### config.mk
export PLATFORM = sky130hd
export DESIGN_NAME = dbus_pack_seq
export DESIGN_NICKNAME = d
export VERILOG_FILES = /design/src/rtl/dbus_pack_seq.sv
export SDC_FILE = /design/constraint.sdc
export NUM_CORES = 1
export LEC_CHECK = 0
export BUFFER_PORTS_ARGS = -buffer_cell sky130_fd_sc_hd__buf_2
export CORE_MARGIN = 2
export CORE_UTILIZATION = 30
export DETAILED_ROUTE_END_ITERATION = 10
export SLEW_MARGIN = 15
export SYNTH_ARGS = -nofsm -noshare
export SYNTH_HDL_FRONTEND = slang
export SYNTH_SLANG_ARGS = --single-unit
### constraint.sdc
create_clock -name sys_clk -period 5.8 [get_ports sys_clk]
set_clock_uncertainty 0.05 [all_clocks]
set_input_delay 1.74 -clock sys_clk [delete_from_list [all_inputs] [get_ports sys_clk]]
set_output_delay 1.74 -clock sys_clk [all_outputs]
set_load 0.05 [all_outputs]
### src/rtl/dbus_pack_seq.sv
// Data-bus upshifter sequencer: splits a 1/2/4/8-byte transfer into device-width
// beats, driving the byte-shift select and the assembly-register byte latch enables.
module dbus_pack_seq #(
   parameter int unsigned TIMEOUT = 255
) (
   input  logic       sys_clk,
   input  logic       resetl,
   input  logic       req,
   input  logic [1:0] req_size,
   input  logic [2:0] req_addr,
   input  logic [1:0] dev_width,
   output logic       busy,
   output logic       mreq,
   output logic [2:0] maddr,
   input  logic       mack,
   output logic [2:0] dmuxu,
   output logic [7:0] dle,
   output logic       done,
   output logic       err
);

   localparam int unsigned  TW    = (TIMEOUT > 2) ? $clog2(TIMEOUT) : 1;
   localparam logic [TW-1:0] TLAST = TW'(TIMEOUT - 1);

   typedef enum logic [1:0] {IDLE, RUN, DONE} state_e;

   state_e        state_q;
   logic [2:0]    a_q, last_q, beat_q, addr_q;
   logic [1:0]    size_q, width_q;
   logic [TW-1:0] tcnt_q;
   logic          busy_q, mreq_q, done_q, err_q;

   logic [2:0] smask_d, wmask_d, a_d, start_d, last_d;
   logic [1:0] ratio_d;

   always_comb begin
      smask_d = (3'd1 << req_size) - 3'd1;
      wmask_d = (3'd1 << dev_width) - 3'd1;
      a_d     = req_addr & ~smask_d;
      start_d = a_d & ~wmask_d;
      ratio_d = req_size - dev_width;
      last_d  = (req_size > dev_width) ? (3'd1 << ratio_d) - 3'd1 : '0;
   end

   // Lanes covered by both the transfer window and the current beat window.
   logic [3:0] nbytes, wbytes, tx_end, beat_end, lo, hi;
   logic [7:0] lanemask;

   always_comb begin
      nbytes   = 4'd1 << size_q;
      wbytes   = 4'd1 << width_q;
      tx_end   = {1'b0, a_q} + nbytes;
      beat_end = {1'b0, addr_q} + wbytes;
      lo       = (a_q > addr_q) ? {1'b0, a_q} : {1'b0, addr_q};
      hi       = (tx_end < beat_end) ? tx_end : beat_end;
      lanemask = '0;
      for (int unsigned i = 0; i < 8; i++) begin
         lanemask[i] = (4'(i) >= lo) && (4'(i) < hi);
      end
   end

   assign dle   = (state_q == RUN && mack) ? lanemask : '0;
   assign busy  = busy_q;
   assign mreq  = mreq_q;
   assign maddr = addr_q;
   assign dmuxu = addr_q;
   assign done  = done_q;
   assign err   = err_q;

   always_ff @(posedge sys_clk or negedge resetl) begin
      if (!resetl) begin
         state_q <= IDLE;
         a_q     <= '0;
         last_q  <= '0;
         beat_q  <= '0;
         addr_q  <= '0;
         size_q  <= '0;
         width_q <= '0;
         tcnt_q  <= '0;
         busy_q  <= 1'b0;
         mreq_q  <= 1'b0;
         done_q  <= 1'b0;
         err_q   <= 1'b0;
      end else begin
         case (state_q)
            IDLE: begin
               if (req) begin
                  a_q     <= a_d;
                  size_q  <= req_size;
                  width_q <= dev_width;
                  last_q  <= last_d;
                  addr_q  <= start_d;
                  beat_q  <= '0;
                  tcnt_q  <= '0;
                  busy_q  <= 1'b1;
                  mreq_q  <= 1'b1;
                  state_q <= RUN;
               end
            end
            RUN: begin
               if (mack) begin
                  tcnt_q <= '0;
                  if (beat_q == last_q) begin
                     mreq_q  <= 1'b0;
                     done_q  <= 1'b1;
                     addr_q  <= '0;
                     state_q <= DONE;
                  end else begin
                     beat_q <= beat_q + 3'd1;
                     addr_q <= addr_q + wbytes[2:0];
                  end
               end else if (TIMEOUT != 0 && tcnt_q == TLAST) begin
                  mreq_q  <= 1'b0;
                  done_q  <= 1'b1;
                  err_q   <= 1'b1;
                  addr_q  <= '0;
                  state_q <= DONE;
               end else begin
                  tcnt_q <= tcnt_q + 1'b1;
               end
            end
            DONE: begin
               busy_q  <= 1'b0;
               done_q  <= 1'b0;
               err_q   <= 1'b0;
               state_q <= IDLE;
            end
            default: state_q <= IDLE;
         endcase
      end
   end

endmodule

# After elaboration in Yosys (flattened, before gate mapping)
# Index checks and enable logic that the tools add are counted.
# totals
ff_bits,30
in_bits,11
output_inout_bits,18
word_cells,117
# op_classes
n_addsub,9
magnitude_cmp,19
eq_ne,12
n_shift,5
muxes,34
bitwise_logic,4
n_reduce_logical,22
# ops
op,count
2-to-1 mux 8 bit,4
2-to-1 mux 3 bit,9
< comparator 3 x 4 -> 1 bit (first input constant),4
case mux 8 bit (2 select lines),1
AND reduction 3 bit,5
greater-or-equal comparator 3 bit (first input constant),4
case mux 3 bit (2 select lines),2
logical AND 1 bit,9
left shift 1 x 2 -> 3 bit (first input constant),3
subtractor 3 x 1 -> 3 bit (second input constant),3
adder 3 x 4 -> 4 bit,2
adder 8 x 1 -> 8 bit (second input constant),1
equality test 8 bit (second input constant),1
< comparator 1 x 4 -> 1 bit (first input constant),2
< comparator 2 x 4 -> 1 bit (first input constant),2
2-to-1 mux 1 bit,8
2-to-1 mux 2 bit,4
!= test 2 bit (second input constant),4
case mux 1 bit (2 select lines),4
AND reduction 4 bit,2
left shift 1 x 2 -> 4 bit (first input constant),2
AND 3 bit,2
greater-or-equal comparator 1 x 3 -> 1 bit (first input constant),2
greater-or-equal comparator 2 x 3 -> 1 bit (first input constant),2
18 further kinds,23

# Depth between registers and ports, before layout
# Gate-level depths: netlist of run 1.
# logic_depth
depth_word,7
ltp_mapped,13

# Worst setup path before layout of run 1
# Ideal clock, no wire load.
# synth_timing
path_type,flip-flop to output port
start,"register addr_q[0], in the netlist dmuxu[0]"
end,output port dle[5]
t_arrival_ns,3.828
setup_slack_ns,0.182
stages_incl_launch_ff,12
path_cell_list,dfrtp_1 > ha_1 > inv_1 > fa_1 > xnor2_1 > inv_1 > ha_1 > nor3_1 > o21ai_0 > a21oi_1 > o311ai_0 > a211oi_1
# synth_via
elab_chain_len,6
elab_cells_between_ends,9
# synth_rtl
item,line,text
start: declaration,28,"logic [2:0] a_q, last_q, beat_q, addr_q;"
start signal: assignment,92,addr_q <= start_d;
start signal: assignment,110,addr_q <= addr_q + wbytes[2:0];
adder 3 x 4 -> 4 bit,53,"beat_end = {1'b0, addr_q} + wbytes;"
< comparator 4 bit,55,hi = (tx_end < beat_end) ? tx_end : beat_end;
2-to-1 mux 4 bit,55,
< comparator 3 x 4 -> 1 bit,58,lanemask[i] = (4'(i) >= lo) && (4'(i) < hi);
logical AND 1 bit (*),58,
2-to-1 mux 8 bit (*),62,assign dle = (state_q == RUN && mack) ? lanemask : '0;
end: declaration,17,"output logic [7:0] dle,"
# Every way passes the cells marked *; elsewhere a longest branch is shown, timed or not.

# Worst setup path in the final report of run 1
# layout_timing
start,"register addr_q[0], in the netlist dmuxu[0]"
end,output port dle[3]
# layout_via
elab_chain_len,6
elab_cells_between_ends,9
# layout_rtl
item,line
adder 3 x 4 -> 4 bit,53
< comparator 4 bit,55
2-to-1 mux 4 bit,55
< comparator 2 x 4 -> 1 bit,58
logical AND 1 bit (*),58
2-to-1 mux 8 bit (*),62
# Marks and branches as above.

==> flow_summary.html, run 1 <==
<table>
<tr><th>Metric</th><th>Value</th></tr>
<tr><th colspan="2">Run status</th></tr>
<tr><td>Status</td><td>complete, no violations</td></tr>
<tr><th colspan="2">Timing</th></tr>
<tr><td>Total setup violations reported at the end of the flow</td><td>0</td></tr>
<tr><td>Max Fclk</td><td>188.2 MHz</td></tr>
<tr><td>Accumulated negative setup slack</td><td>0 ps</td></tr>
<tr><td>Hold Worst Slack</td><td>457.4 ps</td></tr>
<tr><td>Worst slew pin tran</td><td>678.1 ps</td></tr>
<tr><td>Final cycle utilization of the critical path</td><td>around nine tenths</td></tr>
<tr><td>Clock period minus worst slack</td><td>around 5300 ps</td></tr>
<tr><td>PnR worst setup slack</td><td>486.9 ps</td></tr>
<tr><td>Final number of max-transition violations</td><td>0</td></tr>
<tr><td>Unrepaired setup endpoints after global routing</td><td>false</td></tr>
<tr><td>Final count of hold timing violations</td><td>0</td></tr>
<tr><td>Remaining max-slew budget at the tightest pin</td><td>54.79%</td></tr>
<tr><th colspan="2">Drt</th></tr>
<tr><td>Via count</td><td>between 1500 and 2000</td></tr>
<tr><td>DRT Wirelength</td><td>5044 um</td></tr>
<tr><td>Pre-Repair DR Iteration Count</td><td>4</td></tr>
<tr><td>DR WL/cell</td><td>between 10 and 15 um</td></tr>
<tr><td>Detailed Route Iter0 Violations</td><td>just over 100</td></tr>
<tr><td>Via density</td><td>4.940</td></tr>
<tr><td>Count of nets left with antenna violations after detail routing</td><td>0</td></tr>
<tr><td>Drc violations</td><td>0</td></tr>
<tr><th colspan="2">Synth</th></tr>
<tr><td>Synth Instances</td><td>272</td></tr>
<tr><td>Multiplexer area fraction after synthesis</td><td>~4.2%</td></tr>
<tr><td>Post-synthesis cell type with the largest combined area</td><td>sky130_fd_sc_hd__dfrtp_1</td></tr>
<tr><td>Fraction of the mapped netlist area in compound gates</td><td>18.96%</td></tr>
<tr><td>Number of storage elements in the synthesis netlist</td><td>30</td></tr>
<tr><td>Xor and xnor fraction of the mapped netlist area</td><td>~4.5%</td></tr>
<tr><td>Share of Yosys cell area claimed by the top area cell type</td><td>32.22%</td></tr>
<tr><td>Yosys warnings</td><td>0</td></tr>
<tr><td>Simple-Gate Fraction of Synth Area</td><td>19.66%</td></tr>
<tr><td>Synth Flop Type</td><td>sky130_fd_sc_hd__dfrtp_1</td></tr>
<tr><td>Number of enable-type register cells in the synthesized netlist</td><td>0</td></tr>
<tr><td>Area share of fa/ha/maj cells after synthesis</td><td>13.86%</td></tr>
<tr><td>Seq/Total Area, Yosys</td><td>approximately a third</td></tr>
<tr><td>Distinct cell type count of the synthesized netlist</td><td>between 40 and 50</td></tr>
<tr><td>Main combinational cell family by area after synthesis</td><td>simple AND/OR/NAND/NOR gates</td></tr>
<tr><td>Post-Syn Area</td><td>0.002330 sq mm</td></tr>
<tr><td>Share of synthesized flip-flops with an asynchronous set or reset</td><td>100.0%</td></tr>
<tr><td>Total nets after synthesis</td><td>307</td></tr>
<tr><td>Top cells by area, synth</td><td>sky130_fd_sc_hd__dfrtp_1 32%, sky130_fd_sc_hd__ha_1 11%, sky130_fd_sc_hd__nand2_1 5.3%</td></tr>
<tr><td>Syn Area/Cell</td><td>~8.6 sq um</td></tr>
<tr><th colspan="2">Cells and area</th></tr>
<tr><td>Antenna cell count</td><td>0</td></tr>
<tr><td>Area grow syn2layout</td><td>13.05%</td></tr>
<tr><td>End-of-flow core utilization</td><td>34.62%</td></tr>
<tr><td>Most frequent standard cell in the layout excluding fill and tap cells</td><td>sky130_fd_sc_hd__nand2_1</td></tr>
<tr><td>Post-layout net count</td><td>approximately 330</td></tr>
<tr><td>Most used cells in the layout excluding fill and tap cells</td><td>33 x sky130_fd_sc_hd__nand2_1, 30 x sky130_fd_sc_hd__dfrtp_1, 28 x sky130_fd_sc_hd__buf_2, 26 x sky130_fd_sc_hd__inv_1</td></tr>
<tr><td>Share of post-route cells with drive strength above 1</td><td>15.05%</td></tr>
<tr><th colspan="2">Floorplanning</th></tr>
<tr><td>Effective utilization at floorplan</td><td>30.62%</td></tr>
<tr><td>Die ar.</td><td>0.008487 sq mm</td></tr>
<tr><td>IO Pins</td><td>29</td></tr>
<tr><td>Die height</td><td>92.13 um</td></tr>
<tr><td>Core region area</td><td>0.007607 sq mm</td></tr>
<tr><td>Core Rows</td><td>32</td></tr>
<tr><td>Width of the die</td><td>92.13 um</td></tr>
<tr><th colspan="2">Global routing</th></tr>
<tr><td>Number of global-route vias before repair</td><td>about 1900</td></tr>
<tr><td>Total grt overflow</td><td>0</td></tr>
<tr><td>Number of antenna violations at the first check in global routing</td><td>0</td></tr>
<tr><td>Global-route wire length before repair</td><td>8728 um</td></tr>
<tr><td>Global-route usage over all layers</td><td>12.75%</td></tr>
<tr><td>Maximum number of pins on one net before global-route repair</td><td>31</td></tr>
<tr><th colspan="2">Clock network</th></tr>
<tr><td>Clock latency on the worst-skew pair</td><td>280 ps</td></tr>
<tr><td>Setup fix buffers added after clock tree synthesis</td><td>0</td></tr>
<tr><td>Clock transition at the registers of the reported paths</td><td>~70 ps</td></tr>
<tr><td>Number of buffers between clock root and the deepest sink</td><td>2</td></tr>
<tr><td>Num CTS Buffers</td><td>5</td></tr>
<tr><td>Post-cts sizing count</td><td>0</td></tr>
<tr><td>CTS Root Buffer Type</td><td>sky130_fd_sc_hd__clkbuf_8</td></tr>
<tr><td>Clock sink count</td><td>30</td></tr>
<tr><td>CTS tree</td><td>yes</td></tr>
<tr><td>CTS H-tree lvls</td><td>2</td></tr>
<tr><td>Post-cts hold buffer count</td><td>0</td></tr>
<tr><th colspan="2">Worst setup path</th></tr>
<tr><td>Launching element type of the critical path</td><td>flop</td></tr>
<tr><td>Required time of the worst setup path</td><td>4010 ps</td></tr>
<tr><td>Sort of element at the end of the critical path</td><td>output pin</td></tr>
<tr><td>Worst endpoint data arrival time</td><td>3520 ps</td></tr>
<tr><td>Peak fanout along the critical path</td><td>8</td></tr>
<tr><td>Crit path kind</td><td>reg -&gt; out</td></tr>
<tr><th colspan="2">Place</th></tr>
<tr><td>Placement Setup Slack</td><td>791.3 ps</td></tr>
<tr><td>Final estimated routing congestion in global placement</td><td>0.9067</td></tr>
<tr><td>Total half-perimeter wirelength after legalization and detailed placement</td><td>3909 um</td></tr>
<tr><td>Number of port buffers</td><td>28</td></tr>
<tr><th colspan="2">Worst hold path</th></tr>
<tr><td>Class of the most critical hold timing path</td><td>reg -&gt; reg</td></tr>
<tr><th colspan="2">Job</th></tr>
<tr><td>Reported max-cap violation count</td><td>0</td></tr>
</table>
==> state kept, by name, indices dropped and copies added, names as in the netlist <==
signal   cells
a_q          3
beat_q       3
busy         1
dmuxu        3
done         1
err          1
last_q       3
mreq         1
size_q       2
state_q      2
tcnt_q       8
width_q      2
==> kinds of logic (layout without fill, tap and decap cells) <==
family / Yosys count / after routing
adders and majority gates: 24 / 24
muxes: 9 / 9
DFF: 30 / 30
xor gates and xnor gates: 12 / 12
buffers and inverters: 35 / 62
AOI/OAI and AO/OA: 67 / 67
and+or+nand+nor: 95 / 95
==> worst max-delay path, stage by stage, from the launching register on <==
cell	delay, ps
sky130_fd_sc_hd__dfrtp_1	510
sky130_fd_sc_hd__ha_1	220
sky130_fd_sc_hd__inv_1	50
sky130_fd_sc_hd__fa_1	380
sky130_fd_sc_hd__xnor2_1	280
sky130_fd_sc_hd__inv_1	150
sky130_fd_sc_hd__ha_1	220
sky130_fd_sc_hd__nor3_1	230
sky130_fd_sc_hd__o21a_1	240
sky130_fd_sc_hd__nor3_1	90
sky130_fd_sc_hd__o311ai_0	540
sky130_fd_sc_hd__nor3b_1	90
sky130_fd_sc_hd__buf_2	240
==> through the flow <==
stage | area [sq um] | cells
floorplan | 2330 | 272
global placement | 2542 | 393
detailed placement | 2542 | 393
CTS | 2634 | 401
global route | 2634 | 401
finish | 2634 | 401
==> final timing paths <==
check | start | endpoint | slack, ps | cells past startpoint
max | dmuxu[0] | dle[3] | 490 | 12
min | last_q[0] | last_q[0] | 460 | 2
max reg2reg | state_q[0] | tcnt_q[1] | 3380 | 7
min reg2reg | last_q[0] | last_q[0] | 460 | 2
max in group asynchronous | resetl | err | 3810 | 1
min in group asynchronous | resetl | tcnt_q[4] | 1440 | 1
==> cell usage after synthesis (all sizes together), types with 2 or more instances <==
library cell and instances:
nand2 33, dfrtp 30, inv 26, a21oi 22, ha 21, nor2 21
o21ai 16, nor3 10, nor2b 7, buf 6, nand4 6, xnor2 6
xor2 6, a211oi 5, mux2i 5, nand2b 5, mux2 4, nand3 4
o21a 4, a21o 3, clkbuf 3, fa 3, o31ai 3, or3 3
a311oi 2, and3 2, nand3b 2, o211ai 2
==> layout make-up <==
| type | instances | area, sq um |
|---|---|---|
| fill | 810 | 4974 |
| timing repair buffer | 28 | 140.1 |
| clock inverter | 1 | 5.005 |
| tap | 102 | 127.6 |
| clock buffer | 7 | 86.33 |
| sequential | 30 | 750.7 |
| multi-input combinational | 207 | 1426 |
| inverter | 26 | 97.59 |
==> per-layer routing <==
| metal | wire length, um | global-route usage (%) | vias up |
|---|---|---|---|
| met1 | 2398 | 16.92 | 910 |
| met5 | 0 | 0 | - |
| met2 | 2284 | 20.40 | 55 |
| met3 | 210 | 1.972 | 15 |
| li1 | - | - | 1001 |
| met4 | 150 | 5.846 | 0 |
Power of run 1 is left out: the tool's default activity adds up to more than one toggle a clock period on the data nets, which glitch-free logic cannot reach.
==> run 2, diff against run 1 <==
- CORE_MARGIN: 2 -> 10
- CORE_UTILIZATION: 30 -> 40
==> run 2 against run 1 <==
Effect of this change:
- sequential share of layout area increased by 0.55 points
- utilization increased by 12 points
- worst hold slack got worse by 22 ps
- die area increased by 9.3%
==> flow_summary.html, run 2 (synthesized netlist as in run 1, its figures left out) <==
<table>
<tr><th>Metric</th><th>Value</th></tr>
<tr><th colspan="2">Run status</th></tr>
<tr><td>Status</td><td>complete, no violations</td></tr>
<tr><th colspan="2">Clock network</th></tr>
<tr><td>Setup fix buffers added after clock tree synthesis</td><td>0 (unchanged)</td></tr>
<tr><td>CTS Root Buffer Type</td><td>sky130_fd_sc_hd__clkbuf_8</td></tr>
<tr><td>Clock transition at the registers of the reported paths</td><td>60 ps (about the same)</td></tr>
<tr><td>Clock sink count</td><td>30 (unchanged)</td></tr>
<tr><td>Num CTS Buffers</td><td>5 (unchanged)</td></tr>
<tr><td>CTS H-tree lvls</td><td>2 (unchanged)</td></tr>
<tr><td>Number of buffers between clock root and the deepest sink</td><td>2 (unchanged)</td></tr>
<tr><td>Post-cts sizing count</td><td>0 (unchanged)</td></tr>
<tr><td>Clock latency on the worst-skew pair</td><td>280 ps (about the same)</td></tr>
<tr><td>Post-cts hold buffer count</td><td>0 (unchanged)</td></tr>
<tr><td>CTS tree</td><td>yes</td></tr>
<tr><th colspan="2">Cells and area</th></tr>
<tr><td>Area grow syn2layout</td><td>10.90%</td></tr>
<tr><td>Register containing the most flip-flops in the final layout</td><td>tcnt_q</td></tr>
<tr><td>Fill cell count</td><td>575 (-29%)</td></tr>
<tr><td>Post-layout net count</td><td>333 (unchanged)</td></tr>
<tr><td>Most used cells in the layout excluding fill and tap cells</td><td>33 x sky130_fd_sc_hd__nand2_1, 30 x sky130_fd_sc_hd__dfrtp_1, 28 x sky130_fd_sc_hd__buf_2, 26 x sky130_fd_sc_hd__inv_1</td></tr>
<tr><td>Most frequent standard cell in the layout excluding fill and tap cells</td><td>sky130_fd_sc_hd__nand2_1</td></tr>
<tr><td>Share of post-route cells with drive strength above 1</td><td>15.10% (+0.051 points)</td></tr>
<tr><td>Max reg flops</td><td>8 (unchanged)</td></tr>
<tr><td>Antenna cell count</td><td>0 (unchanged)</td></tr>
<tr><th colspan="2">Drt</th></tr>
<tr><td>DR WL/cell</td><td>13.74 um (+9.2%)</td></tr>
<tr><td>Detailed Route Iter0 Violations</td><td>81 (-20%)</td></tr>
<tr><td>Via density</td><td>5.189 (+5.0%)</td></tr>
<tr><td>Via count</td><td>1920 (-3.1%)</td></tr>
<tr><td>Count of nets left with antenna violations after detail routing</td><td>0 (unchanged)</td></tr>
<tr><td>DRT Wirelength</td><td>5083 um (+0.77%)</td></tr>
<tr><td>Pre-Repair DR Iteration Count</td><td>4 (unchanged)</td></tr>
<tr><td>Drc violations</td><td>0 (unchanged)</td></tr>
<tr><th colspan="2">Worst setup path</th></tr>
<tr><td>Max stage delay cell, worst path</td><td>sky130_fd_sc_hd__o311ai_0</td></tr>
<tr><td>Required time of the worst setup path</td><td>4010 ps (about the same)</td></tr>
<tr><td>Critical path cell sequence</td><td>nor2_1 -&gt; ha_1 -&gt; inv_1 -&gt; fa_1 -&gt; xnor2_1 -&gt; inv_1 -&gt; ha_1 -&gt; nor3_1 -&gt; o21a_1 -&gt; nor3_1 -&gt; o311ai_0 -&gt; nor3b_1 -&gt; buf_2</td></tr>
<tr><td>Crit path kind</td><td>reg -&gt; out</td></tr>
<tr><td>Launching element type of the critical path</td><td>flop</td></tr>
<tr><td>Peak fanout along the critical path</td><td>5 (-3)</td></tr>
<tr><td>Crit-path leading delay family</td><td>compound AO/OA/AOI/OAI gates</td></tr>
<tr><td>Worst endpoint data arrival time</td><td>3500 ps (-20 ps)</td></tr>
<tr><td>Sort of element at the end of the critical path</td><td>output pin</td></tr>
<tr><td>Buffers &amp; Inverters on Critical Path</td><td>3 (unchanged)</td></tr>
<tr><td>Slowest stage delay, CP</td><td>590 ps (+50 ps)</td></tr>
<tr><th colspan="2">Timing</th></tr>
<tr><td>Accumulated negative setup slack</td><td>0 ps (unchanged)</td></tr>
<tr><td>Final cycle utilization of the critical path</td><td>91.14% (-0.46 points)</td></tr>
<tr><td>Worst slew pin tran</td><td>713.4 ps (+35.31 ps)</td></tr>
<tr><td>Final number of max-transition violations</td><td>0 (unchanged)</td></tr>
<tr><td>Max Fclk</td><td>189.2 MHz (+0.51%)</td></tr>
<tr><td>Remaining max-slew budget at the tightest pin</td><td>51.84% (-3.0 points)</td></tr>
<tr><td>Total setup violations reported at the end of the flow</td><td>0 (unchanged)</td></tr>
<tr><td>Unrepaired setup endpoints after global routing</td><td>false</td></tr>
<tr><td>Final count of hold timing violations</td><td>0 (unchanged)</td></tr>
<tr><td>Clock period minus worst slack</td><td>5286 ps (-26.81 ps)</td></tr>
<tr><th colspan="2">Floorplanning</th></tr>
<tr><td>Die ar.</td><td>0.009277 sq mm (+9.3%)</td></tr>
<tr><td>Width of the die</td><td>96.32 um (+4.5%)</td></tr>
<tr><td>Core region area</td><td>0.005574 sq mm (-27%)</td></tr>
<tr><td>Die height</td><td>96.32 um (+4.5%)</td></tr>
<tr><td>Effective utilization at floorplan</td><td>41.80% (+11 points)</td></tr>
<tr><td>Core Rows</td><td>27 (-16%)</td></tr>
<tr><td>IO Pins</td><td>29 (unchanged)</td></tr>
<tr><th colspan="2">Job</th></tr>
<tr><td>Reported max-cap violation count</td><td>0 (unchanged)</td></tr>
<tr><th colspan="2">Global routing</th></tr>
<tr><td>Global-route usage over all layers</td><td>11.28% (-1.5 points)</td></tr>
<tr><td>Number of global-route vias before repair</td><td>1788 (-4.6%)</td></tr>
<tr><td>Total grt overflow</td><td>0 (unchanged)</td></tr>
<tr><td>Global-route wire length before repair</td><td>8404 um (-3.7%)</td></tr>
<tr><td>Maximum number of pins on one net before global-route repair</td><td>31 (unchanged)</td></tr>
<tr><td>Number of antenna violations at the first check in global routing</td><td>0 (unchanged)</td></tr>
<tr><th colspan="2">Place</th></tr>
<tr><td>Number of port buffers</td><td>28 (unchanged)</td></tr>
<tr><td>Total half-perimeter wirelength after legalization and detailed placement</td><td>3989 um (+2.1%)</td></tr>
<tr><td>Final estimated routing congestion in global placement</td><td>0.8612 (-5.0%)</td></tr>
<tr><th colspan="2">Worst hold path</th></tr>
<tr><td>Class of the most critical hold timing path</td><td>reg -&gt; reg</td></tr>
</table>
run 2: routing by layer:
metal | GRT usage (%) | wire length [um] | vias to the layer above
li1 | - | - | 993
met1 | 16.67 | 2640 | 882
met2 | 15.86 | 2149 | 41
met3 | 2.957 | 260 | 4
met4 | 2.542 | 33 | 0
met5 | 0 | 0 | -
run 2: final timing paths:
path | startpoint | endpoint | slack [ps] | depth (start not counted)
worst max-delay path | width_q[0] | dle[3] | 510 | 13
worst min-delay path | mreq | mreq | 440 | 1
worst max register to register | state_q[0] | tcnt_q[1] | 3340 | 7
worst min register to register | mreq | mreq | 440 | 1
max in group asynchronous | resetl | a_q[2] | 3810 | 1
min in group asynchronous | resetl | done | 1450 | 1
run 2: area by class of cell:
class | instances | area (sq um) | share of cell area (%)
Clock inverter | 2 | 10.01 | 0.3874
Timing Repair Buffer | 28 | 140.1 | 5.424
Sequential cell | 30 | 750.7 | 29.06
Inverter | 26 | 97.59 | 3.777
Clock buffer | 5 | 68.82 | 2.663
Multi-Input combinational cell | 207 | 1426 | 55.21
Tap cell | 72 | 90.09 | 3.487
run 2: through the flow:
step | hold slack [ps] | setup slack (ps) | utilization [%] | cells | instance area, sq um
after global routing | 452.9 | 179.1 | 46.35 | 370 | 2584
after global placement | 432.8 | 767.7 | 44.94 | 363 | 2505
final | 435.0 | 513.7 | 46.35 | 370 | 2584
after CTS | 437.3 | 484.4 | 46.35 | 370 | 2584
after detailed placement | 419.9 | 804.3 | 44.94 | 363 | 2505
after floorplan | 419.6 | 181.7 | - | 272 | 2330
Power of run 2 is left out for the same reason.
==> run 3, diff against run 2 <==
- HOLD_SLACK_MARGIN: default -> 0.05
- RECOVER_POWER: default -> 100
==> run 3 against run 2 <==
Effect of this change:
- the run now ends with max-capacitance violations, max-slew violations left
- maximum frequency is 0.53% lower
- register-to-register slack worse by 210 ps
- non-clock buffer count stayed put
- cell count stayed put
- largest cell class unchanged
==> flow_summary.html, run 3 (synthesized netlist as in run 1, its figures left out) <==
<table>
<tr><th>Metric</th><th>Value</th></tr>
<tr><th colspan="2">Run status</th></tr>
<tr><td>Status</td><td>finished, violations left</td></tr>
<tr><td>Failing checks</td><td>max-capacitance violations, max-slew violations</td></tr>
<tr><th colspan="2">Clock network</th></tr>
<tr><td>Post-cts sizing count</td><td>0 (unchanged)</td></tr>
<tr><td>Number of buffers between clock root and the deepest sink</td><td>2 (unchanged)</td></tr>
<tr><td>CTS H-tree lvls</td><td>2 (unchanged)</td></tr>
<tr><td>CTS Root Buffer Type</td><td>sky130_fd_sc_hd__clkbuf_8</td></tr>
<tr><td>CTS tree</td><td>yes</td></tr>
<tr><td>Num CTS Buffers</td><td>5 (unchanged)</td></tr>
<tr><td>Clock transition at the registers of the reported paths</td><td>60 ps (about the same)</td></tr>
<tr><td>Clock sink count</td><td>30 (unchanged)</td></tr>
<tr><td>Setup fix buffers added after clock tree synthesis</td><td>0 (unchanged)</td></tr>
<tr><td>Clock latency on the worst-skew pair</td><td>270 ps (about the same)</td></tr>
<tr><td>Post-cts hold buffer count</td><td>0 (unchanged)</td></tr>
<tr><th colspan="2">Timing</th></tr>
<tr><td>Clock period minus worst slack</td><td>5314 ps (+27.94 ps)</td></tr>
<tr><td>Max Fclk</td><td>188.2 MHz (-0.53%)</td></tr>
<tr><td>Hold Worst Slack</td><td>441.0 ps (+6.012 ps)</td></tr>
<tr><td>Unrepaired setup endpoints after global routing</td><td>false</td></tr>
<tr><td>Accumulated negative setup slack</td><td>0 ps (unchanged)</td></tr>
<tr><td>Total setup violations reported at the end of the flow</td><td>0 (unchanged)</td></tr>
<tr><td>Final count of hold timing violations</td><td>0 (unchanged)</td></tr>
<tr><td>Final number of max-transition violations</td><td>31 (+31)</td></tr>
<tr><td>Final cycle utilization of the critical path</td><td>91.63% (+0.48 points)</td></tr>
<tr><td>Remaining max-slew budget at the tightest pin</td><td>-7.025% (-59 points)</td></tr>
<tr><td>Worst slew pin tran</td><td>1605 ps (+892.0 ps)</td></tr>
<tr><th colspan="2">Global routing</th></tr>
<tr><td>Global-route usage over all layers</td><td>11.28% (unchanged)</td></tr>
<tr><td>Total grt overflow</td><td>0 (unchanged)</td></tr>
<tr><td>Number of antenna violations at the first check in global routing</td><td>0 (unchanged)</td></tr>
<tr><td>Number of global-route vias before repair</td><td>1788 (unchanged)</td></tr>
<tr><td>Maximum number of pins on one net before global-route repair</td><td>31 (unchanged)</td></tr>
<tr><td>Global-route wire length before repair</td><td>8404 um (unchanged)</td></tr>
<tr><th colspan="2">Drt</th></tr>
<tr><td>DR WL/cell</td><td>13.68 um (-0.39%)</td></tr>
<tr><td>Count of nets left with antenna violations after detail routing</td><td>0 (unchanged)</td></tr>
<tr><td>Via density</td><td>5.184 (-0.10%)</td></tr>
<tr><td>DRT Wirelength</td><td>5063 um (-0.39%)</td></tr>
<tr><td>Via count</td><td>1918 (-0.10%)</td></tr>
<tr><td>Drc violations</td><td>0 (unchanged)</td></tr>
<tr><td>Pre-Repair DR Iteration Count</td><td>4 (unchanged)</td></tr>
<tr><td>Detailed Route Iter0 Violations</td><td>58 (-28%)</td></tr>
<tr><th colspan="2">Cells and area</th></tr>
<tr><td>Area grow syn2layout</td><td>8.808%</td></tr>
<tr><td>Fill cell count</td><td>587 (+2.1%)</td></tr>
<tr><td>Most used cells in the layout excluding fill and tap cells</td><td>33 x sky130_fd_sc_hd__nand2_1, 30 x sky130_fd_sc_hd__dfrtp_1, 26 x sky130_fd_sc_hd__inv_1, 22 x sky130_fd_sc_hd__a21oi_1</td></tr>
<tr><td>Post-layout net count</td><td>333 (unchanged)</td></tr>
<tr><td>Register containing the most flip-flops in the final layout</td><td>tcnt_q</td></tr>
<tr><td>Multi-input gate area in the final layout</td><td>0.001401 sq mm (-1.8%)</td></tr>
<tr><td>Combined flip-flop and latch cell area</td><td>750.7 sq um (unchanged)</td></tr>
<tr><td>Most frequent standard cell in the layout excluding fill and tap cells</td><td>sky130_fd_sc_hd__nand2_1</td></tr>
<tr><td>Antenna cell count</td><td>0 (unchanged)</td></tr>
<tr><td>Max reg flops</td><td>8 (unchanged)</td></tr>
<tr><td>Share of post-route cells with drive strength above 1</td><td>7.383% (-7.7 points)</td></tr>
<tr><th colspan="2">Worst setup path</th></tr>
<tr><td>Max stage delay cell, worst path</td><td>sky130_fd_sc_hd__o311ai_0</td></tr>
<tr><td>Launching element type of the critical path</td><td>flop</td></tr>
<tr><td>Peak fanout along the critical path</td><td>5 (unchanged)</td></tr>
<tr><td>Crit-path leading delay family</td><td>compound AO/OA/AOI/OAI gates</td></tr>
<tr><td>Required time of the worst setup path</td><td>4010 ps (about the same)</td></tr>
<tr><td>Crit path kind</td><td>reg -&gt; out</td></tr>
<tr><td>Sort of element at the end of the critical path</td><td>output pin</td></tr>
<tr><td>Critical path cell sequence</td><td>nor2_1 -&gt; ha_1 -&gt; inv_1 -&gt; fa_1 -&gt; xnor2_1 -&gt; inv_1 -&gt; ha_1 -&gt; nor3_1 -&gt; o21a_1 -&gt; nor3_1 -&gt; o311ai_0 -&gt; nor3b_1 -&gt; clkbuf_2</td></tr>
<tr><td>Slowest stage delay, CP</td><td>590 ps (about the same)</td></tr>
<tr><td>Worst endpoint data arrival time</td><td>3520 ps (+20 ps)</td></tr>
<tr><td>Buffers &amp; Inverters on Critical Path</td><td>3 (unchanged)</td></tr>
<tr><th colspan="2">Worst hold path</th></tr>
<tr><td>Class of the most critical hold timing path</td><td>reg -&gt; reg</td></tr>
<tr><th colspan="2">Floorplanning</th></tr>
<tr><td>Effective utilization at floorplan</td><td>41.80% (unchanged)</td></tr>
<tr><td>Width of the die</td><td>96.32 um (unchanged)</td></tr>
<tr><td>Die ar.</td><td>0.009277 sq mm (unchanged)</td></tr>
<tr><td>Core region area</td><td>0.005574 sq mm (unchanged)</td></tr>
<tr><td>Core Rows</td><td>27 (unchanged)</td></tr>
<tr><td>Die height</td><td>96.32 um (unchanged)</td></tr>
<tr><td>IO Pins</td><td>29 (unchanged)</td></tr>
<tr><th colspan="2">Place</th></tr>
<tr><td>Final estimated routing congestion in global placement</td><td>0.8612 (unchanged)</td></tr>
<tr><td>Total half-perimeter wirelength after legalization and detailed placement</td><td>3989 um (unchanged)</td></tr>
<tr><td>Number of port buffers</td><td>28 (unchanged)</td></tr>
<tr><th colspan="2">Job</th></tr>
<tr><td>Reported max-cap violation count</td><td>1 (+1)</td></tr>
</table>
[run 3: routing by layer]
| layer | GRT usage (%) | share of wire, % | wire [um] | vias to the layer above |
|---|---|---|---|---|
| li1 | - | - | - | 994 |
| met1 | 16.67 | 51 | 2560 | 872 |
| met2 | 15.86 | 43 | 2160 | 48 |
| met3 | 2.957 | 6.1 | 310 | 4 |
| met4 | 2.542 | 0.65 | 33 | 0 |
| met5 | 0 | 0 | 0 | - |
[run 3: layout make-up]
type / count / share of cell area (%)
inverter: 26 / 3.850
timing repair buffer: 28 / 4.590
tap: 72 / 3.554
sequential: 30 / 29.62
clock inverter: 2 / 0.3949
multi-input combinational: 207 / 55.28
clock buffer: 5 / 2.715
[run 3: per-stage QoR]
step	worst slack (ps)	cell area, sq um	utilization, %	instances
2_1_floorplan	181.7	2330	-	272
3_3_place_gp	767.7	2505	44.94	363
3_5_place_dp	804.3	2505	44.94	363
4_1_cts	484.4	2584	46.35	370
5_1_grt	142.7	2535	45.48	370
6_report	485.7	2535	45.48	370
[run 3: worst paths after layout]
path / startpoint / to / slack, ps / cells after the start
max reg2reg: state_q[1] / beat_q[2] / 3130 / 7
max in group asynchronous: resetl / width_q[1] / 2950 / 1
min in group asynchronous: resetl / done / 1810 / 1
min: mreq / mreq / 440 / 1
min reg2reg: mreq / mreq / 440 / 1
max: width_q[0] / dle[3] / 490 / 13
Power of run 3 is left out for the same reason.
